===== src/rtl/lsu_controller_if.sv =====
// Word-wide data-memory bus between the load/store sequencer and memory.
// Signals:
//   bus_req   request, held high until bus_ack
//   bus_we    1 = write
//   bus_addr  word-aligned byte address
//   bus_be    byte-lane enables
//   bus_wdata lane-aligned write data
//   bus_rdata read data, valid in the bus_ack cycle
//   bus_ack   transaction complete
// Modports: master (sequencer side), slave (memory side).
interface lsu_controller_if;
  logic        bus_req;
  logic        bus_we;
  logic [31:0] bus_addr;
  logic [3:0]  bus_be;
  logic [31:0] bus_wdata;
  logic [31:0] bus_rdata;
  logic        bus_ack;

  modport master (
    output bus_req,
    output bus_we,
    output bus_addr,
    output bus_be,
    output bus_wdata,
    input  bus_rdata,
    input  bus_ack
  );

  modport slave (
    input  bus_req,
    input  bus_we,
    input  bus_addr,
    input  bus_be,
    input  bus_wdata,
    output bus_rdata,
    output bus_ack
  );
endinterface


===== src/rtl/lsu_controller.sv =====
// Load/store sequencer between core memory-control signals and a word-wide
// req/ack data bus. Places store data in byte lanes, generates byte enables,
// splits misaligned accesses into two aligned transactions, reassembles and
// extends load data, and aborts with an error if the bus does not answer.
// Ports:
//   clk_i, rst_n_i   clock, async active-low reset
//   req_i            core request, held until done_o
//   we_i             1 = store
//   addr_i, wdata_i  byte address, right-aligned store data
//   mem_type_i       00 byte, 01 half, 1x word
//   mem_sign_i       1 = sign-extend load
//   rdata_o          extended load data, valid with done_o
//   done_o, err_o    completion pulse, timeout flag
//   stall_o          req_i & ~done_o
//   bus              data-memory bus (master modport)
module lsu_controller #(
  parameter int unsigned TIMEOUT_CYCLES = 16
) (
  input  logic        clk_i,
  input  logic        rst_n_i,
  input  logic        req_i,
  input  logic        we_i,
  input  logic [31:0] addr_i,
  input  logic [31:0] wdata_i,
  input  logic [1:0]  mem_type_i,
  input  logic        mem_sign_i,
  output logic [31:0] rdata_o,
  output logic        done_o,
  output logic        err_o,
  output logic        stall_o,
  lsu_controller_if.master bus
);

  typedef enum logic [1:0] {StIdle, StAcc0, StAcc1, StDone} state_e;

  localparam logic [31:0] TimeoutLast =
      (TIMEOUT_CYCLES == 0) ? 32'd0 : 32'(TIMEOUT_CYCLES - 1);

  state_e      state_q;
  logic [31:0] timer_q;
  logic        we_q;
  logic [1:0]  off_q;
  logic [1:0]  type_q;
  logic        sign_q;
  logic [31:0] buf_q;
  logic        bus_req_q;
  logic        bus_we_q;
  logic [31:0] bus_addr_q;
  logic [3:0]  bus_be_q;
  logic [31:0] bus_wdata_q;
  logic        done_q;
  logic        err_q;
  logic [31:0] rdata_q;

  logic [31:0] merged;
  logic [31:0] rot;
  logic [31:0] load_val;
  logic        split;
  logic        timeout_hit;

  function automatic logic [3:0] be_first(input logic [1:0] mtype, input logic [1:0] off);
    logic [3:0] be;
    case (mtype)
      2'b00:   be = 4'b0001 << off;
      2'b01:   be = 4'b0011 << off;
      default: be = 4'b1111 << off;
    endcase
    return be;
  endfunction

  // Lanes left over for the second transaction of a split access.
  function automatic logic [3:0] be_second(input logic [1:0] mtype, input logic [1:0] off);
    logic [3:0] be;
    be = 4'b0000;
    if (mtype == 2'b01) begin
      be = 4'b0001;
    end else if (mtype[1]) begin
      case (off)
        2'd1:    be = 4'b0001;
        2'd2:    be = 4'b0011;
        2'd3:    be = 4'b0111;
        default: be = 4'b0000;
      endcase
    end
    return be;
  endfunction

  function automatic logic needs_split(input logic [1:0] mtype, input logic [1:0] off);
    logic s;
    case (mtype)
      2'b00:   s = 1'b0;
      2'b01:   s = (off == 2'd3);
      default: s = (off != 2'd0);
    endcase
    return s;
  endfunction

  function automatic logic [31:0] rotl8(input logic [31:0] w, input logic [1:0] off);
    logic [63:0] t;
    t = {w, w} << {off, 3'b000};
    return t[63:32];
  endfunction

  function automatic logic [31:0] rotr8(input logic [31:0] w, input logic [1:0] off);
    logic [63:0] t;
    t = {w, w} >> {off, 3'b000};
    return t[31:0];
  endfunction

  always_comb begin
    merged = buf_q;
    for (int i = 0; i < 4; i++) begin
      if (bus_be_q[i]) begin
        merged[8*i +: 8] = bus.bus_rdata[8*i +: 8];
      end
    end
    rot = rotr8(merged, off_q);
    case (type_q)
      2'b00:   load_val = sign_q ? {{24{rot[7]}}, rot[7:0]} : {24'd0, rot[7:0]};
      2'b01:   load_val = sign_q ? {{16{rot[15]}}, rot[15:0]} : {16'd0, rot[15:0]};
      default: load_val = rot;
    endcase
    split       = needs_split(type_q, off_q);
    timeout_hit = (TIMEOUT_CYCLES != 0) && (timer_q == TimeoutLast);
  end

  always_ff @(posedge clk_i or negedge rst_n_i) begin
    if (!rst_n_i) begin
      state_q     <= StIdle;
      timer_q     <= '0;
      we_q        <= 1'b0;
      off_q       <= '0;
      type_q      <= '0;
      sign_q      <= 1'b0;
      buf_q       <= '0;
      bus_req_q   <= 1'b0;
      bus_we_q    <= 1'b0;
      bus_addr_q  <= '0;
      bus_be_q    <= '0;
      bus_wdata_q <= '0;
      done_q      <= 1'b0;
      err_q       <= 1'b0;
      rdata_q     <= '0;
    end else begin
      // Completion outputs are only ever high for the single DONE cycle.
      done_q  <= 1'b0;
      err_q   <= 1'b0;
      rdata_q <= '0;
      case (state_q)
        StIdle: begin
          if (req_i) begin
            we_q        <= we_i;
            off_q       <= addr_i[1:0];
            type_q      <= mem_type_i;
            sign_q      <= mem_sign_i;
            buf_q       <= '0;
            timer_q     <= '0;
            bus_req_q   <= 1'b1;
            bus_we_q    <= we_i;
            bus_addr_q  <= {addr_i[31:2], 2'b00};
            bus_be_q    <= be_first(mem_type_i, addr_i[1:0]);
            bus_wdata_q <= rotl8(wdata_i, addr_i[1:0]);
            state_q     <= StAcc0;
          end
        end
        StAcc0, StAcc1: begin
          if (!bus_req_q) begin
            // Idle gap before the second transaction of a split access.
            bus_req_q <= 1'b1;
          end else if (bus.bus_ack) begin
            buf_q     <= merged;
            bus_req_q <= 1'b0;
            timer_q   <= '0;
            if (state_q == StAcc0 && split) begin
              bus_addr_q <= bus_addr_q + 32'd4;
              bus_be_q   <= be_second(type_q, off_q);
              state_q    <= StAcc1;
            end else begin
              done_q  <= 1'b1;
              rdata_q <= we_q ? 32'd0 : load_val;
              state_q <= StDone;
            end
          end else if (timeout_hit) begin
            bus_req_q <= 1'b0;
            done_q    <= 1'b1;
            err_q     <= 1'b1;
            state_q   <= StDone;
          end else begin
            timer_q <= timer_q + 32'd1;
          end
        end
        StDone: begin
          state_q <= StIdle;
        end
        default: begin
          state_q <= StIdle;
        end
      endcase
    end
  end

  assign bus.bus_req   = bus_req_q;
  assign bus.bus_we    = bus_we_q;
  assign bus.bus_addr  = bus_addr_q;
  assign bus.bus_be    = bus_be_q;
  assign bus.bus_wdata = bus_wdata_q;

  assign rdata_o = rdata_q;
  assign done_o  = done_q;
  assign err_o   = err_q;
  assign stall_o = req_i & ~done_q;

endmodule

===== src/flat_wrapper.sv =====
// flat-port wrapper written by rule: the top's interface ports become plain ports
module lsu_controller_flat 
#(
  parameter int unsigned TIMEOUT_CYCLES = 16
)
  (clk_i, rst_n_i, req_i, we_i, addr_i, wdata_i, mem_type_i, mem_sign_i, rdata_o, done_o, err_o, stall_o, bus_bus_req, bus_bus_we, bus_bus_addr, bus_bus_be, bus_bus_wdata, bus_bus_rdata, bus_bus_ack);
  lsu_controller_if bus_i ();
  input  logic clk_i;
  input  logic rst_n_i;
  input  logic req_i;
  input  logic we_i;
  input  logic [31:0] addr_i;
  input  logic [31:0] wdata_i;
  input  logic [1:0] mem_type_i;
  input  logic mem_sign_i;
  output logic [31:0] rdata_o;
  output logic done_o;
  output logic err_o;
  output logic stall_o;
  output wire logic [$bits(bus_i.bus_req)-1:0] bus_bus_req;
  output wire logic [$bits(bus_i.bus_we)-1:0] bus_bus_we;
  output wire logic [$bits(bus_i.bus_addr)-1:0] bus_bus_addr;
  output wire logic [$bits(bus_i.bus_be)-1:0] bus_bus_be;
  output wire logic [$bits(bus_i.bus_wdata)-1:0] bus_bus_wdata;
  input wire logic [$bits(bus_i.bus_rdata)-1:0] bus_bus_rdata;
  input wire logic [$bits(bus_i.bus_ack)-1:0] bus_bus_ack;
  assign bus_bus_req = bus_i.bus_req;
  assign bus_bus_we = bus_i.bus_we;
  assign bus_bus_addr = bus_i.bus_addr;
  assign bus_bus_be = bus_i.bus_be;
  assign bus_bus_wdata = bus_i.bus_wdata;
  assign bus_i.bus_rdata = bus_bus_rdata;
  assign bus_i.bus_ack = bus_bus_ack;
  lsu_controller #(.TIMEOUT_CYCLES(TIMEOUT_CYCLES)) u_core (.clk_i(clk_i), .rst_n_i(rst_n_i), .req_i(req_i), .we_i(we_i), .addr_i(addr_i), .wdata_i(wdata_i), .mem_type_i(mem_type_i), .mem_sign_i(mem_sign_i), .rdata_o(rdata_o), .done_o(done_o), .err_o(err_o), .stall_o(stall_o), .bus(bus_i));
endmodule

===== config.mk =====
export PLATFORM = sky130hd
export DESIGN_NAME = lsu_controller_flat
export DESIGN_NICKNAME = d
export VERILOG_FILES = /design/src/rtl/lsu_controller_if.sv /design/src/rtl/lsu_controller.sv /design/src/flat_wrapper.sv
export SDC_FILE = /design/constraint.sdc
export NUM_CORES = 1
export LEC_CHECK = 0
export ABC_AREA = 1
export CAP_MARGIN = 30
export CORE_MARGIN = 4
export CORE_UTILIZATION = 53
export DETAILED_ROUTE_END_ITERATION = 6
export GPL_ROUTABILITY_DRIVEN = 0
export HOLD_SLACK_MARGIN = 0.08
export PLACE_DENSITY = 0.81
export SYNTH_ARGS = -nofsm -noshare
export SYNTH_HDL_FRONTEND = slang
export SYNTH_SLANG_ARGS = --single-unit

===== constraint.sdc =====
create_clock -name clk_i -period 2.65 [get_ports clk_i]
set_input_delay 0.795 -clock clk_i [delete_from_list [all_inputs] [get_ports clk_i]]
set_output_delay 0.795 -clock clk_i [all_outputs]
set_load 0.02 [all_outputs]

==> results.cfg <==
[layout]
seq_area_sq_um = 4330
syn_to_final_growth_pct = 27.2
fillCellCount = 1677
drive_above_1_share_pct = 6.03
fin_nets = 1919
final_common_cell = nand2_1
antenna_cells = 0
layout_common_cells = nand2_1 (574), nor2_1 (205), clkdlybuf4s50_1 (204)
multiInputGateArea_sq_um = 5650
stdcell_count = 2088

[pwr]
p_per_area_nw_per_um2 = 1130
p_leak_nw = 6.34
ir_worst_vdd_mv = 0.795

[clock_network]
worstSkewPairLatency_ps = 440
root_buffer = clkbuf_16
path_clk_slew_ps = 80
cts.repair.resized = 4
hold_buffers = 0
cts_max_path_buffers = 2
cts.htree.levels = 4
clock_sinks = 173
cts_buffers = 17
cts_setup_buffers = 0
cts_tree = yes

[critical_path]
crit_path_start_kind = input pin
worst-path-buf-inv = 3
cp_cell_sequence = clkdlybuf4s50_1 -> inv_1 -> nor2_1 -> buf_2
critPathTopFamily = buffers and inverters
endpoint_kind = primary output
crit_arrival_ps = 1800
path_class = input pin to primary output
critPathMaxStageDelay_ps = 540
cp_max_fo = 3
crit_required_ps = 1860
cpMaxStageDelayCell = clkdlybuf4s50_1

[run_status]
status = finished, violations left
violations = DRC

[routing]
antenna_left = 0
dr.pass1.iters = 7
first_iter_violations = 1336
viasPerCell = 5.57
vias = 11630
wirelength_um = 32600
drc = 16
wl_per_cell_um = 15.6

[floorplanning]
ios = 209
die_x_um = 151
die_area_sq_um = 22700
core-area_sq_um = 19800
chipHeight_um = 151
initial_core_util_pct = 54.6
rows = 51

[synth]
synth.top_cell.area_share_pct = 40.1
synthCells = 1628
yosys_register_bits = 173
yosys_warnings = 0
synth-seq-area-share_pct = 40.1
synth.largest_area_cell = dfrtp_1
netlist_area_sq_um = 10800
synth_edf_count = 0
ys_top_cells_by_area = dfrtp_1 (40%), nand2_1 (20%), nand3_1 (7.7%)
async_flop_share_pct = 100
synth.distinct_cells = 43
syn_avg_cell_area_sq_um = 6.63
synth_flop_cell = dfrtp_1

[grt]
grt-ovfl-total = 0
grt_max_degree = 60
grt_pass1_wl_um = 53000
grt_pass1_vias = 11075
grtUsageTotal_pct = 28.8
antenna_found_initial = 0

[sta]
setup_ws_ps = 51.8
fin_skew_ps = 12.8
grt_setup_unrepaired = no
finalSetupViolCount = 0
fin_setup_tns_ps = 0
fmax_mhz = 385
drv_slew = 0
final_hold_viol_count = 0
fin_crit_ps = 2600
period_share_pct = 98.0
worst_pin_slew_ps = 673
slew_headroom_pct = 55.1

[placement]
pre_cts_ws_ps = -367
dp.cells = 2056
place_hpwl_um = 23600
port_buffers = 206

[min_path]
hp-class = input pin to asynchronous set/reset pin

[run]
drv_cap = 0
power by group:
group | total [W] | internal [W] | switching, W
registers | 0.00421 | 0.00350 | 0.000713
logic | 0.00889 | 0.00321 | 0.00568
clock network | 0.00246 | 0.00126 | 0.00120
routing by layer:
layer | GRT usage, % | up-vias | wire [um]
met5 | 0 | - | 0
met4 | 11.5 | 0 | 1020
met3 | 5.06 | 87 | 2700
met2 | 47.2 | 575 | 15400
met1 | 37.9 | 5365 | 13500
li1 | - | 5603 | -
final cells by class:
class / instances / share of cell area (%)
timing repair buffer: 236 / 17.3
clock buffer: 18 / 3.12
inverter: 125 / 3.43
clock inverter: 14 / 1.07
sequential: 173 / 31.5
tap: 265 / 2.41
multi-input combinational: 1257 / 41.1
path summary, 6_finish.rpt:
check	startpoint	endpoint	slack, ps	depth (start not counted)
setup reg to reg	u_core.state_q[0]	u_core.rdata_o[0]	500	8
hold reg to reg	u_core.bus.bus_wdata[23]	u_core.bus.bus_wdata[23]	500	2
setup / recovery	req_i	stall_o	50	4
hold / removal	rst_n_i	u_core.timer_q[23]	300	1
max in group asynchronous	rst_n_i	u_core.rdata_o[18]	1670	2
min in group clk_i	u_core.bus.bus_wdata[23]	u_core.bus.bus_wdata[23]	500	2
cell families (layout without fill, tap and decap cells):
logic type	after synthesis	after routing	share of synthesized area [%]
AO/OA/AOI/OAI	221	221	11.2
AND/OR/NAND/NOR	1014	1014	39.1
other	1	2	0.0347
XOR/XNOR	8	8	0.649
buffers and inverters	199	393	7.66
multiplexers	7	7	0.707
flip-flops	173	173	40.1
adder cells (fa/ha/maj)	5	5	0.579
registers in the layout, indices dropped and copies added, names as in the netlist, 2 cells and up:
| name | flops |
|---|---|
| u_core.bus.bus_addr | 30 |
| u_core.bus.bus_be | 4 |
| u_core.buf_q | 32 |
| u_core.bus.bus_wdata | 32 |
| u_core.off_q | 2 |
| u_core.rdata_o | 32 |
| u_core.state_q | 2 |
| u_core.type_q | 2 |
| u_core.timer_q | 32 |
metrics by stage:
stage | instance area [sq um] | hold slack, ps | total power [W] | utilization, %
global route | 13700 | 347 | 0.0167 | 69.5
detailed placement | 13200 | 479 | 0.0130 | 66.6
finish | 13700 | 300 | 0.0156 | 69.5
CTS | 13700 | 311 | 0.0155 | 69.5
floorplan | 10800 | 467 | 0.00994 | -
global placement | 13200 | 476 | 0.0128 | 66.6
Yosys cell counts, drive strengths merged, types with 2 or more instances:
| cell type | number |
|---|---|
| nand2 | 590 |
| nor2 | 211 |
| dfrtp | 173 |
| nand3 | 167 |
| o21ai | 156 |
| inv | 124 |
| clkbuf | 47 |
| a21oi | 35 |
| buf | 27 |
| nor3 | 15 |
| o211ai | 14 |
| nand4 | 12 |
| o221ai | 10 |
| nand3b | 9 |
| or2 | 8 |
| xor2 | 7 |
| ha | 5 |
| mux2 | 5 |
| mux2i | 2 |
| nor4 | 2 |
worst reg2reg max path: stages (launching register included):
cell	delay [ps]
dfrtp_1	410
inv_1	80
ha_2	360
buf_4	280
nand2_1	120
nor3_1	200
nand2_1	160
buf_4	230
a21oi_1	220
Note: power is estimated with default switching activity, not from simulation.
